[src/rtl/dnn_argmax_fix.sv]
// Sequential argmax over the inference engine's class scores, with a label check
// and saturating total/correct counters for accuracy measurement.
module dnn_argmax_fix #(
  parameter int unsigned DATA_WIDTH  = 13,
  parameter int unsigned NUM_CLASSES = 10,
  parameter int unsigned IDX_WIDTH   = 4,
  parameter int unsigned CNT_WIDTH   = 16
) (
  input  logic                                   clk,
  input  logic                                   rst,
  input  logic                                   clear,
  input  logic                                   in_valid,
  input  logic [NUM_CLASSES-1:0][DATA_WIDTH-1:0] in_data,
  input  logic [IDX_WIDTH-1:0]                   in_label,
  output logic                                   busy,
  output logic                                   out_valid,
  output logic [IDX_WIDTH-1:0]                   out_digit,
  output logic signed [DATA_WIDTH-1:0]           out_max,
  output logic                                   out_correct,
  output logic [CNT_WIDTH-1:0]                   total_cnt,
  output logic [CNT_WIDTH-1:0]                   correct_cnt
);

  localparam logic [IDX_WIDTH-1:0] LastPtr = IDX_WIDTH'(NUM_CLASSES - 1);

  typedef enum logic [1:0] {StIdle, StScan, StReport} state_t;

  state_t                       state_q;
  logic                         in_valid_q;
  logic signed [DATA_WIDTH-1:0] score_q [NUM_CLASSES];
  logic [IDX_WIDTH-1:0]         label_q;
  logic signed [DATA_WIDTH-1:0] max_q;
  logic [IDX_WIDTH-1:0]         idx_q;
  logic [IDX_WIDTH-1:0]         ptr_q;

  logic signed [DATA_WIDTH-1:0] cand;
  logic                         cand_gt;
  logic                         match;

  // Strict compare so ties keep the lowest index.
  always_comb begin
    cand    = score_q[ptr_q];
    cand_gt = cand > max_q;
    match   = (idx_q == label_q);
  end

  always_ff @(posedge clk or negedge rst) begin
    if (!rst) begin
      state_q     <= StIdle;
      // History starts high so a capture needs a fresh low-to-high after reset.
      in_valid_q  <= 1'b1;
      for (int i = 0; i < int'(NUM_CLASSES); i++) score_q[i] <= '0;
      label_q     <= '0;
      max_q       <= '0;
      idx_q       <= '0;
      ptr_q       <= '0;
      busy        <= 1'b0;
      out_valid   <= 1'b0;
      out_digit   <= '0;
      out_max     <= '0;
      out_correct <= 1'b0;
      total_cnt   <= '0;
      correct_cnt <= '0;
    end else begin
      in_valid_q <= in_valid;
      out_valid  <= 1'b0;
      unique case (state_q)
        StIdle: begin
          if (in_valid && !in_valid_q) begin
            for (int i = 0; i < int'(NUM_CLASSES); i++) score_q[i] <= in_data[i];
            label_q <= in_label;
            max_q   <= in_data[0];
            idx_q   <= '0;
            ptr_q   <= IDX_WIDTH'(1);
            busy    <= 1'b1;
            state_q <= StScan;
          end
        end
        StScan: begin
          if (cand_gt) begin
            max_q <= cand;
            idx_q <= ptr_q;
          end
          ptr_q <= ptr_q + IDX_WIDTH'(1);
          if (ptr_q == LastPtr) state_q <= StReport;
        end
        StReport: begin
          out_valid   <= 1'b1;
          out_digit   <= idx_q;
          out_max     <= max_q;
          out_correct <= match;
          if (total_cnt != '1) total_cnt <= total_cnt + CNT_WIDTH'(1);
          if (match && (correct_cnt != '1)) correct_cnt <= correct_cnt + CNT_WIDTH'(1);
          busy    <= 1'b0;
          state_q <= StIdle;
        end
        default: state_q <= StIdle;
      endcase
      // Placed last so a clear in the report cycle overrides that cycle's count.
      if (clear) begin
        total_cnt   <= '0;
        correct_cnt <= '0;
      end
    end
  end

endmodule
[config.mk]
export PLATFORM = sky130hd
export DESIGN_NAME = dnn_argmax_fix
export DESIGN_NICKNAME = d
export VERILOG_FILES = /design/src/rtl/dnn_argmax_fix.sv
export SDC_FILE = /design/constraint.sdc
export NUM_CORES = 1
export LEC_CHECK = 0
export CORE_MARGIN = 4
export CORE_UTILIZATION = 47
export DETAILED_ROUTE_END_ITERATION = 6
export PLACE_DENSITY = 0.76
export SYNTH_ARGS = -nofsm -noshare
export SYNTH_HDL_FRONTEND = slang
export SYNTH_SLANG_ARGS = --single-unit
[constraint.sdc]
create_clock -name clk -period 3.35 [get_ports clk]
set_input_delay 0.5025 -clock clk [delete_from_list [all_inputs] [get_ports clk]]
set_output_delay 0.5025 -clock clk [all_outputs]
set_load 0.1 [all_outputs]
# == After elaboration in Yosys (flattened, before gate mapping) ==
# Index checks and enable logic that the tools add are counted.
# totals
input_bits,138
regBits,210
output_inout_bits,52
# classes
n_bitwise,1
n_eq_ne,9
mux,23
magnitude_cmp,2
n_reduce_logical,16
addsub,3
# ops
op,n
16-bit 2-to-1 mux,6
13-bit binary-select mux with 4-bit select,1
13-bit 2-to-1 mux,4
16-bit by 1-bit adder with 16-bit output (second input constant),2
16-bit inequality test (second input constant),2
13-bit one-hot mux with 2 select lines,1
4-bit one-hot mux with 2 select lines,2
13-bit > comparator,1
4-bit 2-to-1 mux,3
2-bit AND reduction,6
2-bit nonzero test,5
2-bit inequality test (second input constant),3
5-bit >= comparator (second input constant),1
4-bit inverter with 5-bit output,1
4-bit by 1-bit adder with 4-bit output (second input constant),1
4-bit == test,1
4-bit == test (second input constant),1
2-bit 2-to-1 mux,2
2-bit one-hot mux with 2 select lines,1
3-bit AND reduction,1
2-bit by 1-bit == test with 1-bit output (second input constant),1
2-bit == test (second input constant),1
1-bit logical AND,2
2-bit logical NOT,1
3 further kinds,4

# == Depth between registers and ports, before layout ==
# Gate-level depths: netlist (run 1).
# depth
depth_word,7
mapped_depth,13
depth_no_buf,9

# == Worst setup path after synthesis (run 1) ==
# Ideal clock, no wire load.
# synth_timing
path_kind,reg-to-reg
startpoint,reg ptr_q[0]
endpoint,reg max_q[10]
setup_slack_ns,-0.214
synth_period_minus_slack_ns,3.564
t_arrival_ns,3.439
setup_ns,0.125
stages_incl_launch_ff,13
required_time_ns,3.225
path_cell_list,dfrtp_1 > buf_2 > buf_2 > mux4_2 > a22o_1 > a22oi_1 > ha_1 > nand4_1 > nor4_1 > or4_1 > a31oi_4 > buf_6 > mux2_2
# synth_via
elab_chain_len,7
word_cells_on_any_way,9
# synth_rtl
element,line_no,source
"start, declared",34,logic [IDX_WIDTH-1:0] ptr_q;
"start signal, assigned",84,ptr_q <= ptr_q + IDX_WIDTH'(1);
4-bit inverter with 5-bit output (not written as such) (*),42,cand = score_q[ptr_q];
13-bit binary-select mux with 4-bit select (*),42,
13-bit 2-to-1 mux (not written as such) (*) (2 in series),42,
13-bit > comparator,43,cand_gt = cand > max_q;
2-bit inequality test (no line),n/a,
3-bit AND reduction (no line),n/a,
"end signal, assigned",72,max_q <= in_data[0];
"end signal, assigned",81,max_q <= cand;
"end, declared",32,logic signed [DATA_WIDTH-1:0] max_q;
# Mark *: on every way between the ends. The rest lies on a longest branch, timed or not. The select of a mux whose other input is x is not followed.
# A chain may end at the register's enable or synchronous reset.

# == Final worst setup path (run 1) ==
# layout_timing
startpoint,reg ptr_q[0]
endpoint,reg max_q[1]
# The elaborated chain is that of the path after synthesis.

==> flow_summary_export.csv, run 1 <==
group,metric,value,unit
outcome,status,"finished clean",
clocking,root_buffer,"clkbuf_16",
place,gp_congestion,0.890,
timing,worst_pin_slew,1.02,ns
timing,layout_min_cycle_time,3.31,ns
global_routing,antenna_found_initial,0,
timing,rsz0062_at_grt,"true",
finish,drive_gt1_share,31.7,%
synthesis,synthFlopType,"dfrtp_1",
timing,worst_slew_margin_rel,31.8,%
global_routing,grt_max_degree,84,
place,place_hpwl,17800,microns
synthesis,synth_nets,917,
place,post-place-ws,-0.00352,ns
drt,drtIter0Drc,397,
floorplanning,fp-row-count,52,
global_routing,grt_use_total,21.0,%
floorplanning,die_h,153,microns
hold_path,timing.hold.worst.class,"input port to asynchronous set/reset pin",
global_routing,grt_pass1_wl,40000,microns
synthesis,syn_avg_cell_area,13.0,sq um
synthesis,netlist_area,9920,sq um
setup_path,cp_max_fo,8,
setup_path,path_class,"register to register",
synthesis,synth_cells,762,
timing,finalHoldViolations,0,
finish,fin_cells,1253,
finish,area_growth,33.3,%
drt,wirelength,25000,microns
pwr,powerDensity,980,nW/um^2
drt,num_vias,6982,
floorplanning,core,20500,sq um
pwr,leakagePower,0.00552,uW
setup_path,cp-endpoint,"max_q[1]",
synthesis,synth_common_cells,"dfrtp_1, mux2_2, nand2_1",
setup_path,startpoint_type,"register",
drt,dr.pass1.iters,4,
timing,setup_viol,0,
timing,worst_slack,0.0446,ns
clocking,cts_buffers,23,
pwr,vdd_ir_drop_max,0.551,mV
synthesis,synthDominantCellAreaShare,52.7,%
finish,nets,1122,
synthesis,synth_area_leaders,"dfrtp_1, mux2_2, mux4_2",
synthesis,ys_ff_latch,210,
floorplanning,pin_count,190,
clocking,cts.sinks,210,
floorplanning,start_util,48.4,%
clocking,htreeDepth,1,
finish,ff_latch_area,5260,sq um
synthesis,synth_edf_count,0,
global_routing,grt_pass1_vias,7218,
setup_path,timing.rr.start,"ptr_q[0]",
floorplanning,die_w,153,microns
job,cap_violations,0,
timing,slew_violations,0,
finish,multiInputGateArea,4500,sq um
floorplanning,die_area,23500,sq um
setup_path,cp.arrival,3.69,ns
timing,fmax,303,MHz
drt,via_per_inst,5.57,
setup_path,worstPathRequired,3.73,ns
drt,postRouteAntennaNets,0,
finish,nFillCells,1553,
finish,antenna_cells,0,
place,port_buffers,189,
clocking,cts_tree,"done",
setup_path,timing.reg2reg.setup_slack,0.04,ns
setup_path,setup.worst_path.start,"ptr_q[0]",
timing,clock-skew-final,0.0287,ns
synthesis,ys_seq_area_share,53.0,%
synthesis,yosys_warnings,0,
setup_path,r2r-end,"max_q[1]",
synthesis,yosysTopAreaCell,"dfrtp_1",
synthesis,ys_types,45,
setup_path,rr_worst_depth,11,
synthesis,synth_most_common_cell,"dfrtp_1",
drt,wl_per_cell,20.0,microns
synthesis,synthArstFlopShare,100,%
clocking,clk_path_buf_depth,3,
clocking,clk_latency,0.52,ns
timing,period_share,98.7,%
global_routing,grt-ovfl-total,0,
clocking,hold_buffers,0,
drt,drc_errors,0,
clocking,path_clk_slew,0.07,ns
place,placed_cells,1201,
setup_path,end_kind,"register",
## flip-flops by register name (all words and copies together) (netlist names), 4 cells and up
name and count:
correct_cnt 16, idx_q 4, label_q 4, max_q 13, out_digit 4, out_max 13, ptr_q 4, score_q 130
total_cnt 16
## stage by stage
step / cell area (sq um) / total power, uW / TNS, ns / util (%) / hold slack (ns)
2_1_floorplan: 9950 / 8130 / 0 / - / 0.207
3_3_place_gp: 12200 / 9570 / 0 / 59.6 / 0.457
3_5_place_dp: 12200 / 9680 / -0.0189 / 59.6 / 0.463
4_1_cts: 13200 / 12900 / -0.410 / 64.4 / 0.0406
5_1_grt: 13200 / 13600 / -0.422 / 64.5 / 0.0661
6_report: 13200 / 13000 / 0 / 64.5 / 0.0326
## critical path, stage by stage, from the launching register on
cell,delay [ns]
dfrtp_2,0.49
buf_12,0.17
mux4_2,0.51
a22oi_1,0.18
o2bb2ai_1,0.12
ha_1,0.35
nand4_1,0.14
nor4_2,0.05
or4_4,0.43
a31oi_4,0.23
buf_8,0.19
mux2_4,0.30
## worst min path at each step
stage	endpoint	start	cells after the start	slack, ns
floorplan	busy	rst	0	0.21
global placement	out_digit[2]	out_digit[2]	2	0.46
detailed placement	out_max[0]	out_max[0]	2	0.46
CTS	ptr_q[0]	rst	1	0.04
global route	total_cnt[13]	rst	1	0.07
finish	max_q[7]	rst	1	0.03
## timing repair
| action | 4_1_cts | 5_1_grt |
|---|---|---|
| pin swaps | 7 | 6 |
| gates resized for setup | 19 | 16 |
| setup buffers | 7 | 2 |
| endpoints found under the setup margin | 16 | 17 |
| gates cloned | 3 | 1 |
## metal layers
metal,vias to the layer above,wire (microns),global-route usage (%)
li1,3208,-,-
met1,3486,11200,30.7
met2,253,11800,33.8
met3,35,1530,3.05
met4,0,482,4.37
met5,-,0,0
## where the power goes
| part | leakage (uW) | internal, uW | switching, uW | total [uW] |
|---|---|---|---|---|
| clock network | 0.000361 | 1490 | 1030 | 2510 |
| logic | 0.00257 | 3270 | 2870 | 6140 |
| registers | 0.00259 | 3600 | 707 | 4310 |
| total | 0.00552 | 8360 | 4600 | 13000 |
## placed cells by master, fill, tap and decap left out, types with 4 or more instances in the layout
cell type and count:
dfrtp_1 208, clkdlybuf4s50_1 177, mux2_2 167, nand2_1 44
buf_4 34, nor2_1 27, mux4_2 26, inv_1 25
clkbuf_16 23, o21ai_0 22, a21oi_1 21, ha_1 17
mux2_4 16, o2bb2ai_1 11, nand3_1 11, nor2b_1 10
xor2_1 9, a22oi_1 8, nand4_1 8, or4_1 8
nor4_1 8, or3_1 7, buf_12 7, a22oi_2 5
nor3_1 5, xnor2_1 5, o31ai_1 5, clkinv_2 5
clkbuf_8 4, clkinvlp_4 4
## final cells by class
class                   instances  area share [%]
flip-flops and latches        210            39.8
multi-input cells             482            34.0
clock buffers                  29            4.75
repair buffers                225            17.3
inverters                      25           0.710
well taps                     270            2.55
clock inverters                12           0.937
## cells by family after synthesis
kind of cell	share of synthesized area, %
adders and majority gates	2.14
muxes	27.0
xor gates and xnor gates	1.24
buffers and inverters	2.79
AOI/OAI and AO/OA	5.79
DFF	53.0
and+or+nand+nor	8.05
Power figures use the tool's default switching activity.
==> run 2, diff against run 1 <==
--- a/config.mk
+++ b/config.mk
@@ -5,10 +5,12 @@
 export SDC_FILE = /design/constraint.sdc
 export NUM_CORES = 1
 export LEC_CHECK = 0
+export CAP_MARGIN = 40
 export CORE_MARGIN = 4
 export CORE_UTILIZATION = 47
 export DETAILED_ROUTE_END_ITERATION = 6
 export PLACE_DENSITY = 0.76
+export SLEW_MARGIN = 25
 export SYNTH_ARGS = -nofsm -noshare
 export SYNTH_HDL_FRONTEND = slang
 export SYNTH_SLANG_ARGS = --single-unit
==> run 2 against run 1 <==
Effect of this change: the run now ends with setup timing left; global-route usage rose by 0.41 points; clock skew fell by 0.0096 ns; core utilization rose by 3.5 points; wire length rose by 3.0%; largest power group unchanged; hold slack got worse by 0.0017 ns.
==> flow_summary_export.csv, run 2 (synthesis gave the netlist of run 1 again) <==
group,metric,value,unit
outcome,status,"finished with violations",
outcome,violations,"setup timing",
pwr,seqPwrFrac,32.8,%
drt,postRouteAntennaNets,0,
setup_path,path_class,"register to register",
setup_path,crit_top_cell,"clkbuf_16",
pwr,internal_power,8530,uW
floorplanning,die_area,23500,sq um
finish,finish.instance_area,13900,sq um
place,placed_area,12900,sq um
drt,wl_per_cell,19.9,microns
clocking,cts.sinks,210,
pwr,p_sw,4590,uW
clocking,cts_buffers,23,
clocking,root_buffer,"clkbuf_16",
hold_path,timing.hold.worst.class,"input port to asynchronous set/reset pin",
finish,top_register,"score_q",
setup_path,crit_path_top_delay_cell,"dfrtp_2",
floorplanning,core,20500,sq um
timing,worst_slack,-0.0746,ns
timing,worst_slew_margin_rel,57.2,%
finish,antenna_cells,0,
pwr,leakagePower,0.00586,uW
finish,nets,1162,
pwr,swShare,35.0,%
finish,layout_commonest_cell,"dfrtp_1",
global_routing,grt_pass1_vias,7324,
setup_path,critPathBufInv,2,
floorplanning,fp-row-count,52,
setup_path,end_kind,"register",
global_routing,grt_pass1_wl,40600,microns
setup_path,cp.arrival,3.81,ns
pwr,combPwrFrac,48.3,%
place,place_hpwl,18600,microns
job,cap_violations,0,
floorplanning,pin_count,190,
timing,rsz0062_at_grt,"true",
setup_path,crit_cells,11,
timing,setup_viol,17,
clocking,clk_path_buf_depth,3,
timing,period_share,102,%
finish,reg_top3,"score_q x130, correct_cnt x16, total_cnt x16",
setup_path,worstPathRequired,3.73,ns
setup_path,max_stage_delay,0.50,ns
setup_path,startpoint_type,"register",
finish,area_growth,40.6,%
global_routing,grt-ovfl-total,0,
setup_path,crit_chain,"clkbuf_16 -> mux4_2 -> a22oi_1 -> o2bb2ai_2 -> ha_1 -> nand4_1 -> nor4_2 -> or4_4 -> a31oi_4 -> clkbuf_16 -> mux2_4",
finish,final_cell_mix,"dfrtp_1, clkdlybuf4s50_1, mux2_2",
floorplanning,die_h,153,microns
timing,layout_min_cycle_time,3.42,ns
global_routing,grt_max_degree,84,
drt,num_vias,7220,
drt,wirelength,25800,microns
setup_path,cp_max_fo,8,
pwr,powerDensity,941,nW/um^2
place,port_buffers,189,
clocking,htreeDepth,1,
finish,drive_gt1_share,35.0,%
floorplanning,start_util,48.4,%
setup_path,rr_worst_depth,11,
pwr,vdd_ir_drop_max,0.466,mV
pwr,clkPwrFrac,18.9,%
drt,drc_errors,0,
finish,ff_latch_area,5260,sq um
timing,fmax,292,MHz
finish,largest_reg_flops,130,
floorplanning,die_w,153,microns
finish,nFillCells,1436,
place,gp_congestion,0.890,
drt,via_per_inst,5.58,
drt,dr.pass1.iters,5,
clocking,clk_latency,0.51,ns
timing,setup_tns,-0.916,ns
finish,multiInputGateArea,4520,sq um
drt,drtIter0Drc,375,
setup_path,path_delay_family,"multiplexers",
global_routing,antenna_found_initial,0,
timing,worst_pin_slew,0.642,ns
timing,finalHoldViolations,0,
clocking,cts_tree,"done",
global_routing,grt_use_total,21.4,%
clocking,path_clk_slew,0.06,ns
timing,clock-skew-final,0.0192,ns
timing,slew_violations,0,
==> run 2: cell count changes in the layout (fill, tap and decap cells not counted), moves of 2 or more <==
| cell | change |
|---|---|
| o2bb2ai_1 | -4 |
| clkinv_2 | +2 |
| mux2_2 | +3 |
| clkinvlp_4 | -3 |
| buf_8 | +34 |
| o2bb2ai_2 | +4 |
| buf_16 | +5 |
| clkbuf_16 | +2 |
| a22oi_1 | -2 |
| mux2_4 | -3 |
| a22oi_2 | +2 |
==> run 2: final timing paths <==
| check | startpoint | to | slack (ns) |
|---|---|---|---|
| max | ptr_q[0] | idx_q[2] | -0.07 |
| min | rst | total_cnt[13] | 0.03 |
| max reg2reg | ptr_q[0] | idx_q[2] | -0.07 |
| min reg2reg | out_max[0] | out_max[0] | 0.47 |
| max in group asynchronous | rst | correct_cnt[10] | 2.50 |
| min in group clk | out_max[0] | out_max[0] | 0.47 |
==> run 2: metrics by stage <==
stage	instances	util [%]	power [uW]	worst slack [ns]	hold WS, ns
after global placement	1201	59.6	9570	0.0473	0.457
final	1294	68.0	13100	-0.0746	0.0309
after CTS	1286	66.9	12500	0.00194	0.0474
after global routing	1294	68.0	13800	-0.158	0.0719
after detailed placement	1242	63.0	9870	-0.0203	0.463
after floorplan	762	-	8130	0.00379	0.207
==> run 2: final cells by class <==
cell class | count | area share (%)
Sequential cell | 210 | 37.7
Multi-Input combinational cell | 482 | 32.4
Timing Repair Buffer | 265 | 21.4
Clock buffer | 30 | 4.53
Tap cell | 270 | 2.42
Clock inverter | 12 | 0.861
Inverter | 25 | 0.673
==> run 2: worst reg2reg max path, delay by kind of cell (launching register included) <==
kind | cells | cell delay [ns]
compound gates | 3 | 0.62
flops | 1 | 0.50
buf+inv | 2 | 0.42
mux | 2 | 0.79
simple gates | 3 | 0.67
fa+ha+maj | 1 | 0.31
==> run 2: power by group through the flow <==
| stage | logic [uW] | registers [uW] | clock network [uW] |
|---|---|---|---|
| 3_3_place_gp | 5260 | 4300 | 0 |
| 3_5_place_dp | 5550 | 4320 | 0 |
| 4_1_cts | 5650 | 4290 | 2540 |
| 2_1_floorplan | 3530 | 4600 | 0 |
| 5_1_grt | 6780 | 4420 | 2650 |
| 6_report | 6330 | 4300 | 2490 |
==> run 2: what timing repair did <==
item	4_1_cts	5_1_grt
buffers inserted	1	4
resized for setup	0	29
pin swaps	0	11
hold buffers	0	0
cloned	1	2
endpoints found under the setup margin	16	16
==> run 2: per-layer routing <==
layer	track usage, %	share of wire [%]
met2	35.2	48
met3	3.76	7.0
met5	0	0
met4	4.45	2.4
met1	30.2	42
==> run 3, diff against run 2 <==
--- a/config.mk
+++ b/config.mk
@@ -7,9 +7,9 @@
 export LEC_CHECK = 0
 export CAP_MARGIN = 40
 export CORE_MARGIN = 4
-export CORE_UTILIZATION = 47
+export CORE_UTILIZATION = 50
 export DETAILED_ROUTE_END_ITERATION = 6
-export PLACE_DENSITY = 0.76
+export PLACE_DENSITY = 0.77
 export SLEW_MARGIN = 25
 export SYNTH_ARGS = -nofsm -noshare
 export SYNTH_HDL_FRONTEND = slang
==> constraint.sdc (replaced) <==
create_clock -name clk -period 4.4 [get_ports clk]
set_input_delay 0.66 -clock clk [delete_from_list [all_inputs] [get_ports clk]]
set_output_delay 0.66 -clock clk [all_outputs]
set_load 0.1 [all_outputs]
==> run 3 against run 2 <==
Effect of this change: the flow now finishes without violations; largest power group unchanged; sequential power down 24%; cell count down 0.93%; global-route usage up 1.7 points; core utilization up 3.2 points; non-clock buffer count down 6; worst setup slack better by 0.50 ns; highest routed layer unchanged; sequential share of layout area up 0.19 points; clock-buffer cell count up 3; via count down 1.2%; clock power down 23%; flip-flop and latch count unchanged.
==> flow_summary_export.csv, run 3 (synthesis gave the netlist of run 1 again) <==
group,metric,value,unit
outcome,status,"finished clean",
timing,fin_hold_ws,0.473,ns
pwr,powerDensity,683,nW/um^2
timing,setup_viol,0,
pwr,p_sw,3290,uW
drt,wirelength,25600,microns
timing,slew_violations,0,
clocking,root_buffer,"clkbuf_16",
clocking,cts.sinks,210,
drt,dr.pass1.iters,4,
finish,reg_top3,"score_q x130, correct_cnt x16, total_cnt x16",
place,port_buffers,189,
global_routing,antenna_found_initial,0,
timing,rsz0062_at_grt,"false",
pwr,swShare,34.7,%
timing,period_share,90.4,%
setup_path,cp.arrival,4.36,ns
global_routing,grt_use_total,23.1,%
finish,final_cell_mix,"dfrtp_1, clkdlybuf4s50_1, mux2_2",
finish,layout_commonest_cell,"dfrtp_1",
timing,fmax,251,MHz
setup_path,startpoint_type,"register",
timing,clock-skew-final,0.0227,ns
clocking,clk_path_buf_depth,3,
finish,top_register,"score_q",
setup_path,max_stage_delay,0.66,ns
setup_path,path_class,"register to register",
place,gp_congestion,0.887,
finish,nFillCells,1316,
finish,area_growth,39.9,%
drt,postRouteAntennaNets,0,
floorplanning,die_area,22200,sq um
global_routing,grt-ovfl-total,0,
clocking,cts_tree,"done",
hold_path,holdPathStages,2,
pwr,leakagePower,0.00578,uW
setup_path,setup.worst_path.start,"ptr_q[0]",
finish,antenna_cells,0,
clocking,post_cts_buffers,0,
floorplanning,pin_count,190,
finish,finish.instance_area,13900,sq um
pwr,vdd_ir_drop_max,0.461,mV
drt,num_vias,7136,
drt,drtIter0Drc,388,
drt,drc_errors,0,
setup_path,crit_chain,"buf_4 -> mux4_2 -> a22oi_1 -> o2bb2ai_1 -> ha_1 -> nand4_1 -> nor4_1 -> or4_1 -> a31oi_4 -> mux2_2",
clocking,hold_buffers,0,
place,placed_area,13100,sq um
pwr,seqPwrFrac,34.4,%
finish,ff_latch_area,5260,sq um
timing,worst_pin_slew,0.839,ns
finish,drive_gt1_share,31.9,%
floorplanning,die_w,149,microns
floorplanning,core,19500,sq um
timing,setup_tns,0,ns
hold_path,timing.hold.worst.class,"register to register",
floorplanning,start_util,51.0,%
setup_path,cp_max_fo,19,
finish,largest_reg_flops,130,
clocking,cts_resized,0,
clocking,cts_buffers,24,
drt,via_per_inst,5.57,
pwr,combPwrFrac,45.4,%
setup_path,r2r-end,"max_q[1]",
clocking,htreeDepth,1,
global_routing,grt_max_degree,141,
setup_path,timing.rr.start,"ptr_q[0]",
clocking,clk_latency,0.52,ns
setup_path,worstPathRequired,4.78,ns
setup_path,rr_worst_depth,10,
job,cap_violations,0,
pwr,clkPwrFrac,20.2,%
setup_path,crit_path_top_delay_cell,"dfrtp_2",
finish,nets,1157,
clocking,path_clk_slew,0.06,ns
floorplanning,fp-row-count,51,
finish,multiInputGateArea,4390,sq um
timing,finalHoldViolations,0,
drt,wl_per_cell,20.0,microns
setup_path,end_kind,"register",
timing,layout_min_cycle_time,3.98,ns
floorplanning,die_h,149,microns
setup_path,cp-endpoint,"max_q[1]",
pwr,internal_power,6190,uW
timing,worst_slew_margin_rel,44.0,%
place,place_hpwl,18700,microns
global_routing,grt_pass1_wl,40700,microns
global_routing,grt_pass1_vias,7491,
setup_path,timing.reg2reg.setup_slack,0.42,ns
-- run 3: through the flow --
stage | setup WS [ns] | total power [uW] | util, % | cells
after CTS | 0.388 | 9540 | 71.0 | 1278
after detailed placement | 0.409 | 7580 | 67.1 | 1237
final | 0.423 | 9480 | 71.3 | 1282
after floorplan | 0.836 | 6150 | - | 762
after global placement | 0.468 | 7120 | 62.2 | 1185
after global routing | 0.202 | 10000 | 71.3 | 1282
-- run 3: critical path, delay by kind of cell, from the launching register on --
kind | cells | cell delay, ns
mux | 2 | 0.93
compound gates | 3 | 0.84
simple gates | 3 | 0.75
flops | 1 | 0.66
buf+inv | 1 | 0.33
fa+ha+maj | 1 | 0.32
-- run 3: final cells by class --
cell class                 instances  area share (%)
sequential                       210            37.9
multi-input combinational        482            31.6
timing repair buffer             259            21.9
clock buffer                      33            4.93
tap                              265            2.39
inverter                          25           0.676
clock inverter                     8           0.595
-- run 3: power groups by stage --
stage,clock (uW),sequential [uW],combinational [uW]
floorplan,0,3500,2660
global placement,0,3280,3840
detailed placement,0,3290,4290
CTS,1950,3270,4320
global route,2040,3360,4620
finish,1910,3260,4300
-- run 3: routing by layer --
layer,vias up,share of wire [%],track usage [%],wire [microns]
met1,3536,41,31.2,10600
li1,3263,-,-,-
met3,55,6.5,4.25,1680
met4,0,3.3,7.37,855
met5,-,0,0,0
met2,282,49,38.5,12500
-- run 3: how the worst min path moves through the flow --
stage / from / end
global route: out_max[2] / out_max[2]
finish: out_max[11] / out_max[11]
global placement: out_max[11] / out_max[11]
floorplan: rst / busy
detailed placement: out_digit[0] / out_digit[0]
CTS: rst / score_q[4]
